--- config.mk ---
export PLATFORM = sky130hd
export DESIGN_NAME = ps2_key_decoder
export DESIGN_NICKNAME = d
export VERILOG_FILES = /design/src/rtl/ps2_pkg.sv /design/src/rtl/ps2_frame_rx.sv /design/src/rtl/ps2_key_decoder.sv
export SDC_FILE = /design/constraint.sdc
export NUM_CORES = 1
export LEC_CHECK = 0
export CORE_MARGIN = 10
export CORE_UTILIZATION = 50
export CTS_BUF_LIST = sky130_fd_sc_hd__clkbuf_4
export CTS_CLUSTER_DIAMETER = 150
export DETAILED_ROUTE_END_ITERATION = 7
export GPL_TIMING_DRIVEN = 1
export PLACE_DENSITY = 0.79
export SLEW_MARGIN = 20
export SYNTH_ARGS = -nofsm -noshare
export SYNTH_HDL_FRONTEND = slang
export SYNTH_SLANG_ARGS = --single-unit
--- constraint.sdc ---
create_clock -name clk -period 3.65 [get_ports clk]
set_clock_uncertainty 0.2 [all_clocks]
set_input_delay 0.365 -clock clk [delete_from_list [all_inputs] [get_ports clk]]
set_output_delay 0.365 -clock clk [all_outputs]
set_load 0.005 [all_outputs]
--- src/rtl/ps2_pkg.sv ---
// Shared types and constants for the PS/2 keyboard receive path.
package ps2_pkg;
    typedef enum logic [1:0] {IDLE, DATA, PARITY, STOP} rx_state_t;

    localparam logic [7:0] PS2_EXT = 8'hE0;
    localparam logic [7:0] PS2_REL = 8'hF0;
    parameter int KEYCODE_W = 9;
endpackage

--- src/rtl/ps2_frame_rx.sv ---
// PS/2 serial receiver: synchronizers, clock glitch filter, 11-bit frame FSM
// with odd-parity/stop checking and an inter-bit timeout.
module ps2_frame_rx
    import ps2_pkg::*;
#(
    parameter int FILTER_LEN     = 8,
    parameter int TIMEOUT_CYCLES = 50000
) (
    input  logic       clk_i,
    input  logic       resetN_i,
    input  logic       ps2_clk_i,
    input  logic       ps2_data_i,
    output logic [7:0] byte_o,
    output logic       byte_vld_o,
    output logic       frame_err_o
);
    localparam int FW = $clog2(FILTER_LEN + 1);
    localparam int TW = $clog2(TIMEOUT_CYCLES + 1);

    logic [1:0]    clk_sync_q, dat_sync_q;
    logic          filt_q, strobe_q;
    logic [FW-1:0] flt_cnt_q;
    logic          flip, bit_in;

    assign flip   = clk_sync_q[1] != filt_q;
    assign bit_in = dat_sync_q[1];

    // The filtered clock only follows the pin after FILTER_LEN agreeing samples.
    always_ff @(posedge clk_i or negedge resetN_i) begin
        if (!resetN_i) begin
            clk_sync_q <= 2'b11;
            dat_sync_q <= 2'b11;
            filt_q     <= 1'b1;
            flt_cnt_q  <= '0;
            strobe_q   <= 1'b0;
        end else begin
            clk_sync_q <= {clk_sync_q[0], ps2_clk_i};
            dat_sync_q <= {dat_sync_q[0], ps2_data_i};
            strobe_q   <= 1'b0;
            if (!flip) begin
                flt_cnt_q <= '0;
            end else if (flt_cnt_q == FW'(FILTER_LEN - 1)) begin
                flt_cnt_q <= '0;
                filt_q    <= clk_sync_q[1];
                strobe_q  <= ~clk_sync_q[1];
            end else begin
                flt_cnt_q <= flt_cnt_q + 1'b1;
            end
        end
    end

    rx_state_t     state_q;
    logic [2:0]    bit_cnt_q;
    logic [7:0]    shift_q;
    logic          par_q, byte_vld_q, frame_err_q;
    logic [TW-1:0] tmo_q;

    always_ff @(posedge clk_i or negedge resetN_i) begin
        if (!resetN_i) begin
            state_q     <= IDLE;
            bit_cnt_q   <= '0;
            shift_q     <= '0;
            par_q       <= 1'b0;
            tmo_q       <= '0;
            byte_vld_q  <= 1'b0;
            frame_err_q <= 1'b0;
        end else begin
            byte_vld_q  <= 1'b0;
            frame_err_q <= 1'b0;
            if (state_q == IDLE || strobe_q) tmo_q <= '0;
            else                             tmo_q <= tmo_q + 1'b1;

            if (state_q != IDLE && !strobe_q && tmo_q == TW'(TIMEOUT_CYCLES - 1)) begin
                state_q     <= IDLE;
                shift_q     <= '0;
                frame_err_q <= 1'b1;
            end else if (strobe_q) begin
                case (state_q)
                    IDLE: if (!bit_in) begin
                        state_q   <= DATA;
                        bit_cnt_q <= '0;
                    end
                    DATA: begin
                        shift_q   <= {bit_in, shift_q[7:1]};
                        bit_cnt_q <= bit_cnt_q + 1'b1;
                        if (bit_cnt_q == 3'd7) state_q <= PARITY;
                    end
                    PARITY: begin
                        par_q   <= bit_in;
                        state_q <= STOP;
                    end
                    STOP: begin
                        state_q <= IDLE;
                        if (bit_in && (^shift_q ^ par_q)) byte_vld_q  <= 1'b1;
                        else                              frame_err_q <= 1'b1;
                    end
                    default: state_q <= IDLE;
                endcase
            end
        end
    end

    // shift_q is frozen in IDLE, so it stays valid alongside byte_vld_o.
    assign byte_o      = shift_q;
    assign byte_vld_o  = byte_vld_q;
    assign frame_err_o = frame_err_q;
endmodule

--- src/rtl/ps2_key_decoder.sv ---
// PS/2 keyboard front end: E0/F0 prefix decoding into make/break strobes and
// an active-low held level for one watched key.
module ps2_key_decoder
    import ps2_pkg::*;
#(
    parameter int                   FILTER_LEN     = 8,
    parameter int                   TIMEOUT_CYCLES = 50000,
    parameter logic [KEYCODE_W-1:0] WATCH_CODE     = 9'h029
) (
    input  logic                 clk,
    input  logic                 resetN,
    input  logic                 ps2Clk,
    input  logic                 ps2Data,
    output logic [KEYCODE_W-1:0] keyCode,
    output logic                 makeP,
    output logic                 breakP,
    output logic                 keyN,
    output logic                 frameErrP
);
    logic [7:0] rx_byte;
    logic       rx_vld, rx_err;

    ps2_frame_rx #(
        .FILTER_LEN    (FILTER_LEN),
        .TIMEOUT_CYCLES(TIMEOUT_CYCLES)
    ) u_rx (
        .clk_i      (clk),
        .resetN_i   (resetN),
        .ps2_clk_i  (ps2Clk),
        .ps2_data_i (ps2Data),
        .byte_o     (rx_byte),
        .byte_vld_o (rx_vld),
        .frame_err_o(rx_err)
    );

    logic                 ext_q, rel_q, make_q, break_q, keyN_q;
    logic [KEYCODE_W-1:0] code_q, code_d;

    assign code_d = {ext_q, rx_byte};

    always_ff @(posedge clk or negedge resetN) begin
        if (!resetN) begin
            ext_q   <= 1'b0;
            rel_q   <= 1'b0;
            make_q  <= 1'b0;
            break_q <= 1'b0;
            keyN_q  <= 1'b1;
            code_q  <= '0;
        end else begin
            make_q  <= 1'b0;
            break_q <= 1'b0;
            if (rx_err) begin
                ext_q <= 1'b0;
                rel_q <= 1'b0;
            end else if (rx_vld) begin
                if (rx_byte == PS2_EXT) begin
                    ext_q <= 1'b1;
                end else if (rx_byte == PS2_REL) begin
                    rel_q <= 1'b1;
                end else begin
                    code_q  <= code_d;
                    make_q  <= ~rel_q;
                    break_q <= rel_q;
                    ext_q   <= 1'b0;
                    rel_q   <= 1'b0;
                    // Release raises keyN; typematic makes simply re-clear it.
                    if (code_d == WATCH_CODE) keyN_q <= rel_q;
                end
            end
        end
    end

    assign keyCode   = code_q;
    assign makeP     = make_q;
    assign breakP    = break_q;
    assign keyN      = keyN_q;
    assign frameErrP = rx_err;
endmodule
==> results.json <==
{
  "outcome": "finished clean",
  "reg2reg_setup_slack_ns": 0.78,
  "synth.net_count": 273,
  "cp-end-kind": "flip-flop",
  "numPlacedInstances": 330,
  "synth_seq_cells": 56,
  "hp-class": "flip-flop to flip-flop",
  "clkTransAtPathRegs_ns": 0.14,
  "placement_row_count": 26,
  "insertedDiodeCount": 0,
  "worst_hold_margin_ns": 0.1670,
  "post_synth.cell_area_avg_um2": 10.54,
  "die-area_um2": 8628,
  "hold_violations": 0,
  "die_h_um": 92.89,
  "post-route-drc-count": 0,
  "ios": 17,
  "ctsHtreeMaxLevel": 2,
  "rsz0062_at_grt": "false",
  "dr_total_vias": 1802,
  "timing.setup.tns_ns": 0,
  "clock_latency_ns": 0.37,
  "irDropWorstVdd_v": 0.0002651,
  "max_cap_viol_count": 0,
  "max_clock_freq_mhz": 348.1,
  "ant_nets": 0,
  "area_overhead_of_the_layout_relative_to_synthesis_pct": 9.609,
  "grt_pass1_vias": 1790,
  "timing_worst_slew_pin_value_ns": 0.9082,
  "post_cts_resize_count": 0,
  "setup-violations-final": 0,
  "detail_route.wl_per_cell_um": 13.20,
  "synthCells": 252,
  "finalNonFillerCells": 339,
  "route.final.wire_length_mm": 4.476,
  "async_reset_ff_share_pct": 100.0,
  "final.setup.worst_slack_ns": 0.7775,
  "startpoint_type": "flip-flop",
  "combined_flip_flop_and_latch_cell_area_um2": 1409,
  "cts-root-buf": "sky130_fd_sc_hd__clkbuf_4",
  "largest_buffer_count_on_any_clock_path": 2,
  "post-cts-setup-buffers": 0,
  "nNetsFinal": 289,
  "pre_cts_slack_ns": 0.7942,
  "clock_sinks": 56,
  "tritoncts": "yes",
  "drive_gt1_share_pct": 8.550,
  "power_per_cell_area_nw_per_um2": 407.6,
  "synth_seq_area_share_pct": 53.04,
  "drt_pass1_iterations": 4,
  "worst-path-max-fanout": 17,
  "dominantRegCellSynth": "sky130_fd_sc_hd__dfrtp_1",
  "antenna_violations_before_repair": 0,
  "tritoncts.num_buffers": 5,
  "synth_enable_flop_cells": 0,
  "synth_cell_type_count": 34,
  "time_the_worst_path_needs_with_i_o_delays_and_setup_ns": 2.873,
  "core_area_um2": 5140,
  "initial_utilization_pct": 51.68,
  "max_transition_viols_final": 0,
  "fillCellCount": 475,
  "grt_start_max_net_pins": 43,
  "final_util_pct": 56.65,
  "synth-warning-count": 0,
  "layout.cells.most_common": "sky130_fd_sc_hd__dfrtp_1",
  "layout_common_cells": "sky130_fd_sc_hd__dfrtp_1, sky130_fd_sc_hd__nand2_1, sky130_fd_sc_hd__nor2_1, sky130_fd_sc_hd__nand3_1, sky130_fd_sc_hd__ha_1",
  "synth_area_um2": 2656,
  "maxSlewHeadroom_pct": 39.45,
  "globalRouteOverflowTotal": 0,
  "fin_crit_sh_pct": 78.70,
  "floorplan.die.width_um": 92.89,
  "timing_worst_setup_path_type": "flip-flop to flip-flop",
  "grt_first_pass_wirelength_mm": 7.817,
  "detailedRoute.firstIterationViolations": 102,
  "dp.final_hpwl_mm": 3.213,
  "place_congestion": 0.8195,
  "place.port_buffers": 16,
  "multiInputGateArea_um2": 1135,
  "p_leak_nw": 1.264,
  "required_ns": 3.70,
  "grt_util_all_layers_pct": 10.94,
  "cp_data_arrival_time_ns": 2.93,
  "post_drt_via_cell_ratio": 5.316
}
==> worst paths after layout <==
kind                                         startpoint                            to  cells after the start
setup / recovery            u_rx.state_q[0]$_DFFE_PN0P_   u_rx.state_q[1]$_DFFE_PN0P_                      6
setup reg to reg            u_rx.state_q[0]$_DFFE_PN0P_   u_rx.state_q[1]$_DFFE_PN0P_                      6
max in group asynchronous                        resetN       u_rx.tmo_q[8]$_DFF_PN0_                      3
min in group asynchronous                        resetN              breakP$_DFF_PN0_                      2
hold reg to reg            u_rx.clk_sync_q[0]$_DFF_PN1_  u_rx.clk_sync_q[1]$_DFF_PN1_                      0
hold / removal             u_rx.clk_sync_q[0]$_DFF_PN1_  u_rx.clk_sync_q[1]$_DFF_PN1_                      0
==> per-layer routing <==
metal  wire, µm  share of wire, %  global-route usage, %
met5          0                 0                      0
met4         63               1.4                  4.627
met3        224               5.0                  4.116
met2       2075                46                  17.64
met1       2112                47                  12.76
==> cells by family after synthesis <==
group                    synth area share (%)
AND/OR/NAND/NOR                         18.28
multiplexers                            2.119
AO/OA/AOI/OAI                           8.526
XOR/XNOR                                5.794
adder cells (fa/ha/maj)                 8.007
flip-flops                              53.04
buffers and inverters                   4.239
==> worst max-delay path, stage by stage (launching register included) <==
cell                      delay, ns
sky130_fd_sc_hd__dfrtp_1       0.40
sky130_fd_sc_hd__inv_1         0.11
sky130_fd_sc_hd__ha_1          0.27
sky130_fd_sc_hd__or2_1         0.45
sky130_fd_sc_hd__or4_4         0.58
sky130_fd_sc_hd__nor4_4        0.60
sky130_fd_sc_hd__o31ai_1       0.14
==> per-stage QoR <==
stage,area (µm²),total power [mW]
after CTS,2912,1.202
after detailed placement,2850,0.9468
after floorplan,2656,0.8972
final,2912,1.187
after global routing,2912,1.269
after global placement,2850,0.9367
==> synth_stat cells (5+ instances only) <==
master	instances	area (µm²)
sky130_fd_sc_hd__a21oi_1	15	75.07
sky130_fd_sc_hd__nor3_1	5	25.02
sky130_fd_sc_hd__nand3_1	18	90.09
sky130_fd_sc_hd__nand4_1	7	43.79
sky130_fd_sc_hd__nor2_1	21	78.83
sky130_fd_sc_hd__clkbuf_1	6	22.52
sky130_fd_sc_hd__ha_1	17	212.7
sky130_fd_sc_hd__mux2_2	5	56.30
sky130_fd_sc_hd__xnor2_1	13	113.9
sky130_fd_sc_hd__dfrtp_1	50	1251
sky130_fd_sc_hd__inv_1	15	56.30
sky130_fd_sc_hd__dfstp_2	6	157.7
sky130_fd_sc_hd__o21ai_0	12	60.06
sky130_fd_sc_hd__nand2_1	25	93.84
==> state kept, by name, summed over array words and instances, names as in the netlist <==
register	cells
u_rx.tmo_q	16
keyCode	9
u_rx.byte_o	8
u_rx.flt_cnt_q	4
u_rx.bit_cnt_q	3
u_rx.clk_sync_q	2
u_rx.dat_sync_q	2
u_rx.state_q	2
breakP	1
ext_q	1
keyN	1
makeP	1
rel_q	1
u_rx.byte_vld_o	1
u_rx.filt_q	1
u_rx.frame_err_o	1
u_rx.par_q	1
u_rx.strobe_q	1
==> report_power, final <==
group          switching (mW)  internal, mW
clock network           0.181        0.0712
registers              0.0560         0.675
logic                   0.125        0.0779
total                   0.362         0.824
==> repair_timing <==
| action | CTS | global route |
|---|---|---|
| hold buffers | 1 | 0 |
| hold endpoints to repair | 35 | 0 |
| setup endpoints to repair | 0 | 0 |
==> final cells by class <==
class / count / share of cell area (%)
clock inverters: 3 / 0.4727
well taps: 70 / 3.008
clock buffers: 5 / 1.289
repair buffers: 18 / 5.930
inverters: 15 / 1.934
flip-flops and latches: 56 / 48.39
multi-input cells: 172 / 38.98
Note: power is estimated with default switching activity, not from simulation.
